--- src/rtl/fetch_router_axis.sv ---
// fetch_router_axis: AXI4-Stream slave that routes DMA beats to one of
// NUM_BANKS BRAM write ports. Addresses are generated in linear or
// column-major (transposed) order over a rows x cols tile. Packet length is
// checked against the tile size, and a per-bank done pulse follows each packet.
module fetch_router_axis #(
  parameter int NUM_BANKS  = 4,
  parameter int SEL_WIDTH  = 2,
  parameter int ADDR_WIDTH = 11,
  parameter int DATA_WIDTH = 32,
  parameter int DIM_WIDTH  = 16
) (
  input  logic                  S_AXIS_ACLK,
  input  logic                  S_AXIS_ARESET,
  input  logic [DATA_WIDTH-1:0] S_AXIS_TDATA,
  input  logic                  S_AXIS_TVALID,
  input  logic                  S_AXIS_TLAST,
  output logic                  S_AXIS_TREADY,
  input  logic                  enable,
  input  logic [SEL_WIDTH-1:0]  bank_sel,
  input  logic                  mode,
  input  logic [ADDR_WIDTH-1:0] base_addr,
  input  logic [DIM_WIDTH-1:0]  rows,
  input  logic [DIM_WIDTH-1:0]  cols,
  output logic [ADDR_WIDTH-1:0] bram_addr,
  output logic [DATA_WIDTH-1:0] bram_din,
  output logic [NUM_BANKS-1:0]  bram_we,
  output logic [NUM_BANKS-1:0]  done,
  output logic                  ovf_err,
  output logic                  short_err,
  output logic                  sel_err
);

  localparam int PW = 2 * DIM_WIDTH;
  localparam int CW = PW + 1;
  localparam logic [SEL_WIDTH:0] NB = (SEL_WIDTH + 1)'(NUM_BANKS);

  localparam logic [1:0] ST_IDLE   = 2'd0;
  localparam logic [1:0] ST_ACTIVE = 2'd1;
  localparam logic [1:0] ST_DONE   = 2'd2;

  logic [1:0]            state_q, state_d;
  logic [SEL_WIDTH-1:0]  bank_q, bank_d;
  logic                  mode_q, mode_d;
  logic [ADDR_WIDTH-1:0] base_q, base_d;
  logic [DIM_WIDTH-1:0]  rows_q, rows_d;
  logic [DIM_WIDTH-1:0]  cols_q, cols_d;
  logic [PW-1:0]         expected_q, expected_d;
  logic [CW-1:0]         n_q, n_d;
  logic [ADDR_WIDTH-1:0] nxt_q, nxt_d;
  logic [DIM_WIDTH-1:0]  r_q, r_d;
  logic [DIM_WIDTH-1:0]  c_q, c_d;
  logic [ADDR_WIDTH-1:0] addr_q, addr_d;
  logic [DATA_WIDTH-1:0] din_q, din_d;
  logic [NUM_BANKS-1:0]  we_q, we_d;
  logic [NUM_BANKS-1:0]  done_q, done_d;
  logic                  ovf_q, ovf_d;
  logic                  short_q, short_d;
  logic                  sel_q, sel_d;

  logic                  tready;
  logic                  accept;
  logic                  first;
  logic [PW-1:0]         prod;
  logic [ADDR_WIDTH-1:0] cur_addr;
  logic [DIM_WIDTH-1:0]  r_cur, c_cur;
  logic [CW-1:0]         n_cur, n_inc;
  logic                  over, short_hit, bank_ok, done_bank_ok;

  // Tile size; only consumed on the first beat of a packet.
  assign prod = PW'(rows) * PW'(cols);

  // Handshake: ready in IDLE/ACTIVE when enabled, never in DONE or reset.
  always_comb begin
    tready = enable && (state_q != ST_DONE) && !S_AXIS_ARESET;
    accept = S_AXIS_TVALID && tready;
    first  = (state_q == ST_IDLE);
  end

  // Beat datapath: on the first beat the live sideband inputs are used
  // directly so the first write needs no extra latency.
  always_comb begin
    bank_d     = bank_q;
    mode_d     = mode_q;
    base_d     = base_q;
    rows_d     = rows_q;
    cols_d     = cols_q;
    expected_d = expected_q;
    if (first) begin
      bank_d     = bank_sel;
      mode_d     = mode;
      base_d     = base_addr;
      rows_d     = rows;
      cols_d     = cols;
      expected_d = prod;
    end

    cur_addr = first ? base_addr : nxt_q;
    r_cur    = first ? '0 : r_q;
    c_cur    = first ? '0 : c_q;
    n_cur    = first ? '0 : n_q;
    n_inc    = n_cur + CW'(1);

    over      = (n_cur >= {1'b0, expected_d});
    short_hit = S_AXIS_TLAST && (n_inc < {1'b0, expected_d});
    bank_ok   = ({1'b0, bank_d} < NB);

    // Column-major walk: step down a column by cols, then restart at the
    // top of the next column without any multiply.
    r_d   = r_cur;
    c_d   = c_cur;
    nxt_d = cur_addr + ADDR_WIDTH'(1);
    if (mode_d) begin
      if (r_cur == rows_d - DIM_WIDTH'(1)) begin
        nxt_d = base_d + ADDR_WIDTH'(c_cur) + ADDR_WIDTH'(1);
        r_d   = '0;
        c_d   = c_cur + DIM_WIDTH'(1);
      end else begin
        nxt_d = cur_addr + ADDR_WIDTH'(cols_d);
        r_d   = r_cur + DIM_WIDTH'(1);
      end
    end

    n_d = n_inc;

    we_d = '0;
    for (int unsigned b = 0; b < NUM_BANKS; b++) begin
      we_d[b] = accept && bank_ok && !over && (bank_d == SEL_WIDTH'(b));
    end

    addr_d = accept ? cur_addr : addr_q;
    din_d  = accept ? S_AXIS_TDATA : din_q;

    ovf_d   = ovf_q;
    short_d = short_q;
    sel_d   = sel_q;
    if (accept) begin
      ovf_d   = (first ? 1'b0 : ovf_q)   | over;
      short_d = (first ? 1'b0 : short_q) | short_hit;
      sel_d   = (first ? 1'b0 : sel_q)   | !bank_ok;
    end
  end

  // Done pulse for the latched bank, issued as the DONE state retires.
  always_comb begin
    done_bank_ok = ({1'b0, bank_q} < NB);
    done_d = '0;
    for (int unsigned b = 0; b < NUM_BANKS; b++) begin
      done_d[b] = (state_q == ST_DONE) && done_bank_ok && (bank_q == SEL_WIDTH'(b));
    end
  end

  // Packet state machine.
  always_comb begin
    state_d = state_q;
    case (state_q)
      ST_IDLE:   if (accept) state_d = S_AXIS_TLAST ? ST_DONE : ST_ACTIVE;
      ST_ACTIVE: if (accept && S_AXIS_TLAST) state_d = ST_DONE;
      ST_DONE:   state_d = ST_IDLE;
      default:   state_d = ST_IDLE;
    endcase
  end

  // State and output registers with synchronous reset.
  always_ff @(posedge S_AXIS_ACLK) begin
    if (S_AXIS_ARESET) begin
      state_q    <= ST_IDLE;
      bank_q     <= '0;
      mode_q     <= 1'b0;
      base_q     <= '0;
      rows_q     <= '0;
      cols_q     <= '0;
      expected_q <= '0;
      n_q        <= '0;
      nxt_q      <= '0;
      r_q        <= '0;
      c_q        <= '0;
      addr_q     <= '0;
      din_q      <= '0;
      we_q       <= '0;
      done_q     <= '0;
      ovf_q      <= 1'b0;
      short_q    <= 1'b0;
      sel_q      <= 1'b0;
    end else begin
      state_q <= state_d;
      we_q    <= we_d;
      done_q  <= done_d;
      addr_q  <= addr_d;
      din_q   <= din_d;
      ovf_q   <= ovf_d;
      short_q <= short_d;
      sel_q   <= sel_d;
      if (accept) begin
        bank_q     <= bank_d;
        mode_q     <= mode_d;
        base_q     <= base_d;
        rows_q     <= rows_d;
        cols_q     <= cols_d;
        expected_q <= expected_d;
        n_q        <= n_d;
        nxt_q      <= nxt_d;
        r_q        <= r_d;
        c_q        <= c_d;
      end
    end
  end

  assign S_AXIS_TREADY = tready;
  assign bram_addr     = addr_q;
  assign bram_din      = din_q;
  assign bram_we       = we_q;
  assign done          = done_q;
  assign ovf_err       = ovf_q;
  assign short_err     = short_q;
  assign sel_err       = sel_q;

endmodule

--- config.mk ---
export PLATFORM = sky130hd
export DESIGN_NAME = fetch_router_axis
export DESIGN_NICKNAME = d
export VERILOG_FILES = /design/src/rtl/fetch_router_axis.sv
export SDC_FILE = /design/constraint.sdc
export NUM_CORES = 1
export LEC_CHECK = 0
export ABC_CLOCK_PERIOD_IN_PS = 12400
export BUFFER_PORTS_ARGS = -buffer_cell sky130_fd_sc_hd__buf_2
export CAP_MARGIN = 15
export CORE_ASPECT_RATIO = 0.75
export CORE_UTILIZATION = 45
export CTS_CLUSTER_SIZE = 24
export DETAILED_ROUTE_END_ITERATION = 16
export GPL_ROUTABILITY_DRIVEN = 0
export PLACE_DENSITY = 0.7
export SLEW_MARGIN = 30
export SYNTH_ARGS = -nofsm -noshare
export SYNTH_HDL_FRONTEND = slang
export SYNTH_SLANG_ARGS = --single-unit
export TNS_END_PERCENT = 100
--- constraint.sdc ---
create_clock -name S_AXIS_ACLK -period 12.4 [get_ports S_AXIS_ACLK]
set_input_delay 1.86 -clock S_AXIS_ACLK [delete_from_list [all_inputs] [get_ports S_AXIS_ACLK]]
set_output_delay 1.86 -clock S_AXIS_ACLK [all_outputs]
set_load 0.01 [all_outputs]
* Yosys cells after proc, flatten, opt, wreduce, memory -nomap -nowiden
Index checks and enable logic that the tools add are counted.
** Operators by class
- Multiply operators :: 1
- Reductions and logical operators :: 20
- $lt $le $gt $ge :: 2
- Add/sub/neg operators :: 8
- Mux-type cells :: 22
- Bitwise operators :: 2
- Equality and inequality tests :: 12
** Operators by type and width (count)
- $mux W16 :: 7
- $mux W11 :: 5
- $add A33 B1 Y33 const B :: 1
- $ge A33 B32 Y1 :: 1
- $lt A33 B32 Y1 :: 1
- $mux W33 :: 1
- $add A16 B1 Y16 const B :: 2
- $mul A16 B16 Y32 :: 1
- $mux W32 :: 1
- $add A11 B1 Y11 const B :: 2
- $add A11 B11 Y11 :: 2
- $eq A16 B16 Y1 :: 1
- $sub A16 B1 Y16 const B :: 1
- $logic_and A1 B1 Y1 :: 14
- $eq A2 B2 Y1 const B :: 5
- $mux W2 :: 4
- $eq A2 B1 Y1 const B :: 3
- $logic_not A2 Y1 :: 3
- $ne A2 B2 Y1 const B :: 2
- $pmux W2 S2 :: 1
- $mux W1 :: 3
- $logic_not A1 Y1 :: 2
- $ne A2 B1 Y1 const B :: 1
- $or A1 B1 Y1 :: 2
- $reduce_and A2 Y1 :: 1
** Word-level totals
- Register bits :: 204
- Input port bits :: 83
- Output and inout bits :: 55

* Depth between registers and ports, before layout
- Word-level depth :: 7
- Mapped depth :: 34
- Depth with buffers taken out :: 32

* Worst setup path before layout
No wires, ideal clock.
- Path type :: input port to flip-flop
- Start point :: input rows[9]
- End point :: register ovf_q (netlist: ovf_err)
- Path buffers :: 3
- Path slack :: 2.878 ns
- Library setup time :: 0.063 ns
- Data required time :: 12.337 ns
- Arrival time :: 9.460 ns
- Stages :: 30
- Cells stage by stage :: clkbuf_1 clkbuf_1 nand2_1 fa_1 fa_1 fa_1 inv_1 fa_1 fa_1 inv_1 fa_1 inv_1 ha_1 clkbuf_1 nand3_1 or3_1 o21ai_0 a211oi_1 o31ai_1 a31oi_1 xnor2_1 mux2i_1 ha_1 nand4_1 nor4_1 a32o_1 a31oi_1 o31a_1 a311oi_1 a32o_1
** On the way
- Word-level cells in the longest chain between the ends :: 4
** Ends and longest elaborated chain
- start: declaration :: line 22 : input logic [DIM_WIDTH-1:0] rows,
- $mul A16 B16 Y32 :: line 70 : assign prod = PW'(rows) * PW'(cols);
- $mux W32 :: line 88 : if (first) begin
- $ge A33 B32 Y1 :: line 103 : over = (n_cur >= {1'b0, expected_d});
- $or A1 B1 Y1 :: line 137 : ovf_d = (first ? 1'b0 : ovf_q) | over;
- end signal: assignment :: line 190 : ovf_q <= ovf_d;
- end: declaration :: line 56 : logic ovf_q, ovf_d;
No other way between the ends.
A chain may end at the register's enable or synchronous reset.

* Worst setup path in the final report
- Start point :: input rows[8]
- End point :: register ovf_q (netlist: ovf_err)
Same word-level chain as after synthesis.

==> flow_summary.ini <==
[detailed_routing]
first_pass_iters = 6
drc = 0
ant_nets = 0
num_vias = 18880
routed_wirelength_mm = 60.0
via_per_inst = 5.65
drt_iter0_drc = 1719
wire_per_inst_um = 18.0

[logic_synthesis]
ys_ff_latch = 199
synthArstFlopShare_pct = 0
synth_area_leaders = dfxtp_1 19%, fa_1 19%, ha_1 11%, nand2_1 9.1%, inv_1 5.2%
synth-edff-count = 0
syn_area_um2 = 21100
syn_inst = 2688
synthFlopType = dfxtp_1
synth.distinct_cells = 79
ys.warnings.count = 0
synthTopCellsByCount = 512 x nand2_1, 294 x inv_1, 199 x dfxtp_1
netlist.area_leader.share_pct = 18.8
yosysTopAreaCell = dfxtp_1
synth_area_per_cell_um2 = 7.87
synth.most_common_cell = nand2_1
ys_seq_area_share_pct = 18.8
synth_nets = 3152

[clock_tree]
cts_tree = built
cts-resized-gates = 0
clkSlewWorstSetupHoldPaths_ns = 0.07
h-tree-depth = 4
holdBufCountCts = 0
cts_buffer_depth = 2
cts_made_buffers = 17
clk_latency_ns = 0.46
ctsRootBufferMaster = clkbuf_16
cts_sinks = 199
post_cts_buffers = 0

[sta]
fmax_mhz = 98.0
finalCritPeriodShare_pct = 82.3
tightest_slew_ns = 0.945
fin_crit_ns = 10.21
skew_ns = 0.0140
fin_setup_tns_ns = 0
fin_ws_ns = 2.19
finalHoldViolCount = 0
relSlewSlack_pct = 37.0
setup_viol = 0
final_max_slew_viol_count = 0
grt_setup_unrepaired = no

[cells_and_area]
drive_gt1_share_pct = 7.49
antenna_cells = 0
area_growth_pct = 7.17
multi_input_area_um2 = 15400
nNetsFinal = 3164
ff_latch_area_um2 = 3980
n_fill_cell = 4340

[setup_path]
ff2ff_path_depth = 15
path_buf_inv = 5
worstSetupPathType = input port to register
cp.arrival_ns = 10.60
critical_path.max_fanout = 21
cp_common_cell = fa_1
startpoint_type = input port
end_kind = register
crit_family = adder cells
crit_cells = 29
slowest_delay_ns = 0.69
critPathSlowestCell = a311oi_1
cp.required_ns = 12.79

[global_route]
met1_usage_pct = 36.2
first_global_vias = 18769
grt_pass1_wl_mm = 98.7
grt_busiest_layer = met2
grt_max_degree = 100
track_usage_pct = 25.7
met3_usage_pct = 5.61
grt.met2_usage_pct = 40.2
overflow = 0
grt_antenna_before_repair = 1

[hold_path]
hold_path.class = register to register
whs_path_depth = 2

[pwr]
p_leak_nw = 10.9
peakVddDrop_v = 0.000329
p_per_area_nw_per_um2 = 288

[job]
cap_viol_max_count = 0

[floorplan]
start_util_pct = 45.8
core_area_um2 = 46200
num_io_pins = 138
die_h_um = 190
core.rowCount = 68
fp.dieW_um = 252
die_area_um2 = 47900

[place]
port_buffers = 136
post-place-ws_ns = 1.93
hpwlAfterDp_mm = 44.9

[run_status]
status = finished, final reports clean
flip-flops by register name, indices dropped and copies added, names as in the netlist, 4 cells and up:
name        cells
r_q            16
c_q            11
cols_q         11
n_q            33
expected_q     32
base_q         11
bram_din       32
rows_q         16
bram_addr      11
nxt_q          11
bram_we         4
done            4
power breakdown:
part | leakage [nW] | switching, mW | total, mW | internal [mW]
clock network | 0.248 | 0.268 | 0.537 | 0.270
logic | 9.03 | 3.26 | 5.28 | 2.02
registers | 1.62 | 0.0269 | 0.708 | 0.681
final timing paths:
check,endpoint,start,slack [ns]
setup / recovery,ovf_err,rows[8],2.19
hold / removal,expected_q[11],expected_q[11],0.45
setup reg to reg,ovf_err,state_q[1],6.88
hold reg to reg,expected_q[11],expected_q[11],0.45
routing by layer:
layer	up-vias	wire length, µm
met5	-	0
met4	0	1050
met3	93	5060
met2	764	26600
met1	9126	27300
li1	8897	-
cell type report:
cell class / count / area share [%]
well taps: 630 / 3.48
clock buffers: 23 / 2.07
repair buffers: 151 / 3.52
clock inverters: 8 / 0.298
inverters: 294 / 4.88
multi-input cells: 2037 / 68.2
flip-flops and latches: 199 / 17.6
stage by stage:
| step | hold slack, ns | instance area, µm² | util, % | std cells | total power, mW |
|---|---|---|---|---|---|
| after floorplan | 0.425 | 21100 | - | 2688 | 4.51 |
| after global placement | 0.438 | 22100 | 47.9 | 3311 | 5.76 |
| after detailed placement | 0.446 | 22100 | 47.9 | 3311 | 5.89 |
| after CTS | 0.457 | 22700 | 49.0 | 3342 | 6.47 |
| after global routing | 0.471 | 22700 | 49.0 | 3342 | 7.20 |
| final | 0.454 | 22700 | 49.0 | 3342 | 6.52 |
tightest hold or removal path: cells and delay by family (launching register included):
family | cells | cell delay, ns
DFF | 1 | 0.31
and+or+nand+nor | 1 | 0.05
AOI/OAI and AO/OA | 1 | 0.05
kinds of logic (layout without fill, tap and decap cells):
kind of cell | after synthesis | after routing | synth area share, %
AND/OR/NAND/NOR | 1089 | 1089 | 24.3
buffers and inverters | 452 | 476 | 8.18
AO/OA/AOI/OAI | 414 | 414 | 12.5
adder cells (fa/ha/maj) | 382 | 382 | 29.6
flip-flops | 199 | 199 | 18.8
XOR/XNOR | 108 | 108 | 4.54
multiplexers | 43 | 43 | 2.07
other | 1 | 1 | 0.0177
layout by cell type, fill, tap and decap left out, types with 75 or more instances in the layout:
cell type,netlist,final
and2_1,148,147
o21ai_0,91,91
buf_2,18,136
ha_1,185,185
inv_1,294,293
nand3_1,114,114
nand2_1,512,511
fa_1,196,196
dfxtp_1,199,199
xnor2_1,75,75
a21oi_1,118,118
nor2_1,118,117
No activity file was read; power rests on OpenSTA's default activity.
